[src/rtl/calc_pkg.sv]
// rtl/calc_pkg.sv - shared op encodings and FSM state type for the sequential calculator
package calc_pkg;

  localparam logic [1:0] OP_ADD = 2'b00;
  localparam logic [1:0] OP_SUB = 2'b01;
  localparam logic [1:0] OP_ABS = 2'b10;
  localparam logic [1:0] OP_MUL = 2'b11;

  // OP[SWAP_BIT]=1 exchanges the roles of A and B before the operation
  localparam int SWAP_BIT = 2;

  typedef enum logic [1:0] {
    IDLE,
    EXEC,
    MUL
  } state_t;

endpackage

[src/rtl/calc_shift_mul.sv]
// rtl/calc_shift_mul.sv - iterative unsigned shift-add multiplier, one partial product per cycle
module calc_shift_mul #(
  parameter int WIDTH = 4
) (
  input  logic               i_clk,
  input  logic               i_rst_n,
  input  logic               i_load,
  input  logic [WIDTH-1:0]   i_a,
  input  logic [WIDTH-1:0]   i_b,
  output logic               o_busy,
  output logic               o_done,
  output logic [2*WIDTH-1:0] o_product
);

  localparam int CW = $clog2(WIDTH + 1);

  logic [2*WIDTH-1:0] r_acc;
  logic [2*WIDTH-1:0] r_mcand;
  logic [WIDTH-1:0]   r_mplier;
  logic [CW-1:0]      r_cnt;
  logic               r_busy;
  logic               r_done;

  // Load clears the accumulator; every busy cycle adds the shifted multiplicand
  // when the current multiplier bit is set. Always runs exactly WIDTH steps so
  // latency does not depend on operand values.
  always_ff @(posedge i_clk or negedge i_rst_n) begin
    if (!i_rst_n) begin
      r_acc    <= '0;
      r_mcand  <= '0;
      r_mplier <= '0;
      r_cnt    <= '0;
      r_busy   <= 1'b0;
      r_done   <= 1'b0;
    end else begin
      r_done <= 1'b0;
      if (i_load) begin
        r_acc    <= '0;
        r_mcand  <= {{WIDTH{1'b0}}, i_a};
        r_mplier <= i_b;
        r_cnt    <= CW'(WIDTH);
        r_busy   <= 1'b1;
      end else if (r_busy) begin
        if (r_mplier[0]) begin
          r_acc <= r_acc + r_mcand;
        end
        r_mcand  <= r_mcand << 1;
        r_mplier <= r_mplier >> 1;
        r_cnt    <= r_cnt - CW'(1);
        if (r_cnt == CW'(1)) begin
          r_busy <= 1'b0;
          r_done <= 1'b1;
        end
      end
    end
  end

  assign o_busy    = r_busy;
  assign o_done    = r_done;
  assign o_product = r_acc;

endmodule

[src/rtl/seq_calc_core.sv]
// rtl/seq_calc_core.sv - sequential signed calculator: add, sub, abs and iterative multiply
module seq_calc_core
  import calc_pkg::*;
#(
  parameter int WIDTH = 4
) (
  input  logic             CLOCK_50,
  input  logic             RESET_N,
  input  logic             START,
  input  logic [2:0]       OP,
  input  logic [WIDTH-1:0] A,
  input  logic [WIDTH-1:0] B,
  output logic             READY,
  output logic [WIDTH-1:0] RESULT,
  output logic             OVF,
  output logic             DONE
);

  localparam int MSB = WIDTH - 1;

  state_t               r_state;
  state_t               w_next;
  logic [1:0]           r_op;
  logic [WIDTH-1:0]     r_x;
  logic [WIDTH-1:0]     r_y;
  logic [WIDTH-1:0]     r_result;
  logic                 r_ovf;
  logic                 r_done;

  logic [WIDTH-1:0]     w_x;
  logic [WIDTH-1:0]     w_y;
  logic [WIDTH-1:0]     w_mag_x;
  logic [WIDTH-1:0]     w_mag_y;
  logic                 w_accept;
  logic                 w_finish;
  logic [WIDTH-1:0]     w_sum;
  logic [WIDTH-1:0]     w_diff;
  logic [WIDTH-1:0]     w_abs;
  logic [2*WIDTH-1:0]   w_prod_u;
  logic [2*WIDTH-1:0]   w_prod_s;
  logic [WIDTH-1:0]     w_alu_res;
  logic                 w_alu_ovf;
  logic                 w_mul_busy;
  logic                 w_mul_done;

  assign w_x      = OP[SWAP_BIT] ? B : A;
  assign w_y      = OP[SWAP_BIT] ? A : B;
  // Most-negative value maps to 2^(WIDTH-1), which still fits unsigned
  assign w_mag_x  = w_x[MSB] ? -w_x : w_x;
  assign w_mag_y  = w_y[MSB] ? -w_y : w_y;
  assign w_accept = START && READY;
  assign w_finish = (r_state == EXEC) || ((r_state == MUL) && w_mul_done);

  calc_shift_mul #(
    .WIDTH(WIDTH)
  ) u_mul (
    .i_clk     (CLOCK_50),
    .i_rst_n   (RESET_N),
    .i_load    (w_accept && (OP[1:0] == OP_MUL)),
    .i_a       (w_mag_x),
    .i_b       (w_mag_y),
    .o_busy    (w_mul_busy),
    .o_done    (w_mul_done),
    .o_product (w_prod_u)
  );

  // State register
  always_ff @(posedge CLOCK_50 or negedge RESET_N) begin
    if (!RESET_N) begin
      r_state <= IDLE;
    end else begin
      r_state <= w_next;
    end
  end

  // Next-state logic and handshake output
  always_comb begin
    w_next = r_state;
    READY  = 1'b0;
    case (r_state)
      IDLE: begin
        READY = !w_mul_busy;
        if (w_accept) begin
          w_next = (OP[1:0] == OP_MUL) ? MUL : EXEC;
        end
      end
      EXEC: w_next = IDLE;
      MUL:  if (w_mul_done) w_next = IDLE;
      default: w_next = IDLE;
    endcase
  end

  // Capture the swapped operands and op so later input changes cannot disturb the op
  always_ff @(posedge CLOCK_50 or negedge RESET_N) begin
    if (!RESET_N) begin
      r_op <= OP_ADD;
      r_x  <= '0;
      r_y  <= '0;
    end else if (w_accept) begin
      r_op <= OP[1:0];
      r_x  <= w_x;
      r_y  <= w_y;
    end
  end

  assign w_sum    = r_x + r_y;
  assign w_diff   = r_x - r_y;
  assign w_abs    = r_x[MSB] ? -r_x : r_x;
  assign w_prod_s = (r_x[MSB] ^ r_y[MSB]) ? -w_prod_u : w_prod_u;

  // Result and overflow selection from the latched operands
  always_comb begin
    w_alu_res = '0;
    w_alu_ovf = 1'b0;
    case (r_op)
      OP_ADD: begin
        w_alu_res = w_sum;
        w_alu_ovf = (r_x[MSB] == r_y[MSB]) && (w_sum[MSB] != r_x[MSB]);
      end
      OP_SUB: begin
        w_alu_res = w_diff;
        w_alu_ovf = (r_x[MSB] != r_y[MSB]) && (w_diff[MSB] != r_x[MSB]);
      end
      OP_ABS: begin
        w_alu_res = w_abs;
        // Only the most-negative value stays negative after negation
        w_alu_ovf = r_x[MSB] && w_abs[MSB];
      end
      default: begin
        w_alu_res = w_prod_s[WIDTH-1:0];
        // In range only when the upper WIDTH+1 bits are a pure sign extension
        w_alu_ovf = !((&w_prod_s[2*WIDTH-1:MSB]) || !(|w_prod_s[2*WIDTH-1:MSB]));
      end
    endcase
  end

  // Register the result and pulse DONE on the cycle the core returns to IDLE
  always_ff @(posedge CLOCK_50 or negedge RESET_N) begin
    if (!RESET_N) begin
      r_result <= '0;
      r_ovf    <= 1'b0;
      r_done   <= 1'b0;
    end else begin
      r_done <= w_finish;
      if (w_finish) begin
        r_result <= w_alu_res;
        r_ovf    <= w_alu_ovf;
      end
    end
  end

  assign RESULT = r_result;
  assign OVF    = r_ovf;
  assign DONE   = r_done;

endmodule

[config.mk]
export PLATFORM = sky130hd
export DESIGN_NAME = seq_calc_core
export DESIGN_NICKNAME = d
export VERILOG_FILES = /design/src/rtl/calc_pkg.sv /design/src/rtl/calc_shift_mul.sv /design/src/rtl/seq_calc_core.sv
export SDC_FILE = /design/constraint.sdc
export NUM_CORES = 1
export LEC_CHECK = 0
export CAP_MARGIN = 15
export CORE_MARGIN = 4
export CORE_UTILIZATION = 53
export CTS_CLUSTER_DIAMETER = 40
export DETAILED_ROUTE_END_ITERATION = 10
export GPL_ROUTABILITY_DRIVEN = 0
export GPL_TIMING_DRIVEN = 0
export PLACE_DENSITY = 0.76
export SLEW_MARGIN = 0
export SYNTH_ARGS = -nofsm -noshare
export SYNTH_HDL_FRONTEND = slang
export SYNTH_SLANG_ARGS = --single-unit
export TNS_END_PERCENT = 30
[constraint.sdc]
create_clock -name CLOCK_50 -period 2 [get_ports CLOCK_50]
set_input_delay 0.4 -clock CLOCK_50 [delete_from_list [all_inputs] [get_ports CLOCK_50]]
set_output_delay 0.4 -clock CLOCK_50 [all_outputs]
set_load 0.005 [all_outputs]
Word level (Yosys, flattened, before mapping):

Cells that the tools add are included.
W data, S select, Z words.

* equal/unequal tests: 12
* mux-type cells: 28
* reduce and logical (&&, ||, !) cells: 19
* $add $sub $neg: 8
* bitwise gates (word level): 1

Operators by type and width (number)
* $mux W8: 6
* $mux W4: 7
* $neg A4 Y4: 3
* $pmux W4 S3: 1
* $add A8 B8 Y8: 1
* $neg A8 Y8: 1
* $mux W1: 7
* $eq A2 B2 Y1 const B: 3
* $logic_and A1 B1 Y1: 6
* $mux W2: 3
* $mux W3: 2
* $reduce_and A5 Y1: 1
* $reduce_or A5 Y1: 1
* $add A4 B4 Y4: 1
* $eq A2 B1 Y1 const B: 2
* $logic_not A2 Y1: 2
* $pmux W2 S2: 1
* $reduce_and A2 Y1: 2
* $reduce_bool A2 Y1: 2
* $sub A4 B4 Y4: 1
* $eq A3 B1 Y1 const B: 1
* $logic_not A1 Y1: 3
* $ne A1 B1 Y1: 3
* $pmux W1 S3: 1
* 6 further kinds: 7

* bits of input ports: 14
* output and inout bits: 7
* word-level logic and storage cells: 81
* register bits after elaboration: 43

Depth between registers and ports, before layout:

* depth after elaboration: 7
* gate-level depth with buffers: 9
* gate-level depth less buffers: 9

By module:

Synthesis repeated with hierarchy kept, for this count alone.

* cells, all modules: 321
* area total of the unflattened synthesis: 2955.3 um^2

Modules (own cells, without submodules)
* seq_calc_core: cells an instance 182, area an instance 1572.8 um^2, instances 1, seq. area each 450.4 um^2
* calc_shift_mul: cells an instance 139, area an instance 1382.6 um^2, instances 1, seq. area each 625.6 um^2

Worst setup path after synthesis:

OpenSTA, ideal clock, no wires.

* kind: register to register
* from: reg r_y[1]
* to: reg r_ovf, in the netlist OVF
* buffers on the path: 0
* arrival: 2104 ps
* slack: -189 ps
* stages on the path, launching flop included: 9
* clock period less this slack: 2189 ps
* cells stage by stage: dfrtp_1 -> inv_1 -> ha_1 -> nor2b_4 -> o21a_1 -> or3_1 -> mux4_2 -> o32a_1 -> a32oi_1

* word-level cells in the longest chain between the ends: 4

RTL lines
* start: declaration: RTL line seq_calc_core.sv:25 `logic [WIDTH-1:0] r_y;`
* start signal: assignment: RTL line seq_calc_core.sv:102 `r_y <= w_y;`
* $sub A4 B4 Y4 / $add A4 B4 Y4 (equally long branches): RTL line seq_calc_core.sv:107, seq_calc_core.sv:106
* $ne A1 B1 Y1 (on tied branches): RTL line seq_calc_core.sv:122, seq_calc_core.sv:118
* $logic_and A1 B1 Y1 (on tied branches): RTL line seq_calc_core.sv:122, seq_calc_core.sv:118
* $pmux W1 S3 *: RTL line seq_calc_core.sv:115 `case (r_op)`
* end signal: assignment: RTL line seq_calc_core.sv:147 `r_ovf <= w_alu_ovf;`
* end: declaration: RTL line seq_calc_core.sv:27 `logic r_ovf;`

Mark *: on every way between the ends. The rest lies on a longest branch, timed or not.
A chain may end at the register's enable or synchronous reset.

Worst setup path after layout:

Ends and elaborated chain as after synthesis.

==> metrics.txt <==
Finish-stage setup viols 1; unrepaired setup endpoints after global routing yes; Antenna Nets Post-Route 0; clk root buf clkbuf_8; core area 5200 sq um; Overflow after GRT 0; number of synthesized flops with an enable pin 0; Pint 3.15 mW; clk_lat worst skew 0.30 ns; Crit-path slowest cell mux4_2; IR drop worst, VDD 0.963 mV; clock sink count 43; CP endpoint kind flop; Max Cap Violations 0; Setup WS pre-CTS -0.551 ns; CP Class flop to flop; average wire per standard cell 15.0 um; post-synth net total 351; outcome complete, but fails checks; Arr. time, crit path 2.42 ns; worst rel slew slack 60.7%; Core Rows 26; 1st-iter DRT viols 120; CTS clock-pin slew for the worst setup and hold paths 0.08 ns; chip width 81.9 um; # nets final 393; Ys Warns 0; Clock Skews 0.00891 ns; DIE AREA 6710 sq um; vias in the first global route 2273; Seq/Total Area, Yosys 37.2%; first-pass GRT wire length 10800 um; mapped cell area 2900 sq um; pin count of the biggest net entering global routing 32; P_leak 1.52 nW; Post-DP HPWL 4620 um; most frequent cells in the layout dfrtp_1 (37), nand2_1 (28), nor2_1 (23); H-tree Lvls 2; sequence of cells on the critical path inv_2, ha_4, nor2b_4, o21a_1, or3_1, mux4_2, o32a_1, a32oi_1; Finished Layout Cells 428; Residual DRC 0; required time of the critical path 2.21 ns; setup slack, reg-to-reg -0.21 ns; P_sw 2.28 mW; DRT Wirelength 6410 um; IO Port Bufs 19; Syn Area/Cell 9.19 sq um; Hold Path Class flop to flop; dpl cells 405; Final Cell Area 3510 sq um; setup TNS after final layout -0.207 ns; total power 5.42 mW; Final Critical Period 2.21 ns; fraction of the cycle the final worst path needs 110%; DP Area 3200 sq um; Seq cells post-synth 43; pwr/cell area 1540 nW/um^2; post-layout util 67.5%; DRT Pass-1 Iters 4; via/cell ratio 5.62; Inserted Diodes 0; via count 2405; Post-Syn Instances 315; Initial Util 55.6%; total track usage 20.8%; Post-synth top flop dfrtp_1; asr flop ratio synth 100%; share of cells above drive strength 1 17.3%; FMAX 453 MHz; final worst slack -0.207 ns; CP peak stage delay 0.47 ns; Crit Path Max Fanout 4; max-slew violations 0; most common cell after layout, fill and taps aside dfrtp_1; WHS 0.483 ns; io pins 21; Critical Path Start Type flop; clock buffer depth 2; overall die height 81.9 um; violated checks negative setup slack; Layout Area Growth over Synthesis 21.4%; WP buf/inv 1; Slew @ Worst Pin 0.589 ns; Reg power frac 29.2%; Final Hold Viols 0; Cell variety after synth 53; initial antenna violation count 0; Gate power share 59.6%; Top delay family on crit path compound AO/OA/AOI/OAI gates; CTS tree yes; Clock Power Share 11.3%; Switching Share 42.0%; TritonCTS Buffers 5
## worst register-to-register path, delay by kind of cell (launching register included)
kind / cells / cell delay [ns]
buffers and inverters: 1 / 0.08
flip-flops: 1 / 0.42
multiplexers: 1 / 0.47
AO/OA/AOI/OAI: 3 / 0.53
adder cells (fa/ha/maj): 1 / 0.19
AND/OR/NAND/NOR: 2 / 0.43
## power by group through the flow
stage               sequential (mW)  clock [mW]  combinational (mW)
finish                         1.58       0.612                3.23
global route                   1.64       0.665                3.63
CTS                            1.57       0.628                2.97
detailed placement             1.59           0                2.83
global placement               1.57           0                2.76
floorplan                      1.50           0                2.17
## logic make-up after synthesis
logic type                 synth area share, %
AOI/OAI and AO/OA                         15.8
xor gates and xnor gates                  4.84
adders and majority gates                 10.3
buffers and inverters                     5.19
DFF                                       37.2
muxes                                     9.64
and+or+nand+nor                           17.1
## cell type report
cell class / instances / area [sq um]
fillers: 427 / 1690
multi-input cells: 234 / 1760
repair buffers: 36 / 328
flip-flops and latches: 43 / 1080
inverters: 19 / 71.3
clock buffers: 7 / 96.3
well taps: 70 / 87.6
clock inverters: 1 / 7.51
plain buffers: 18 / 80.1
## state kept, by name, summed over array words and instances (netlist names)
| register | flops |
|---|---|
| r_state | 2 |
| u_mul.r_cnt | 3 |
| u_mul.r_mplier | 4 |
| u_mul.r_mcand | 8 |
| u_mul.o_product | 8 |
| u_mul.o_busy | 1 |
| OVF | 1 |
| r_op | 2 |
| r_y | 4 |
| RESULT | 4 |
| u_mul.o_done | 1 |
| r_x | 4 |
| DONE | 1 |
## timing repair
item | CTS | global route
endpoints found under the hold margin | 12 | 0
resized for setup | 13 | 19
hold buffers | 1 | 0
setup buffers | 3 | 12
pin swaps | 2 | 6
setup endpoints to repair | 8 | 27
## layer usage
metal  global-route usage, %  up-vias  part of all wire, %  wire length [um]
met1                    28.5     1148                   46              2960
li1                        -     1198                    -                 -
met5                       0        -                    0                 0
met4                    7.97        0                  1.4                87
met3                    3.07        8                  4.2               270
met2                    33.3       51                   48              3090
## path summary, 6_finish.rpt
| path | cells after the start | to | from |
|---|---|---|---|
| worst min-delay path | 1 | u_mul.o_done$_DFF_PN0_ | u_mul.r_cnt[2]$_DFFE_PN0P_ |
| min in group asynchronous | 2 | u_mul.o_product[6]$_DFFE_PN0P_ | RESET_N |
| worst min register to register | 1 | u_mul.o_done$_DFF_PN0_ | u_mul.r_cnt[2]$_DFFE_PN0P_ |
| max in group asynchronous | 3 | r_y[1]$_DFFE_PN0P_ | RESET_N |
| worst max register to register | 8 | OVF$_DFFE_PN0P_ | r_y[1]$_DFFE_PN0P_ |
| worst max-delay path | 8 | OVF$_DFFE_PN0P_ | r_y[1]$_DFFE_PN0P_ |
## cells in the mapped netlist, drive strengths merged, types with 4 or more instances
| cell | n | share of area, % |
|---|---|---|
| nand2b | 9 | 1.9 |
| xor2 | 4 | 1.2 |
| inv | 19 | 2.5 |
| mux2i | 20 | 6.9 |
| clkbuf | 12 | 1.6 |
| o21ai | 23 | 4.0 |
| dfrtp | 43 | 37 |
| ha | 19 | 8.2 |
| xnor2 | 12 | 3.6 |
| buf | 7 | 1.2 |
| nor3 | 5 | 0.86 |
| a21oi | 18 | 3.1 |
| nor2b | 6 | 1.6 |
| nand3 | 13 | 2.2 |
| nand2 | 28 | 3.6 |
| nor2 | 23 | 3.0 |
Power figures use the tool's default switching activity.
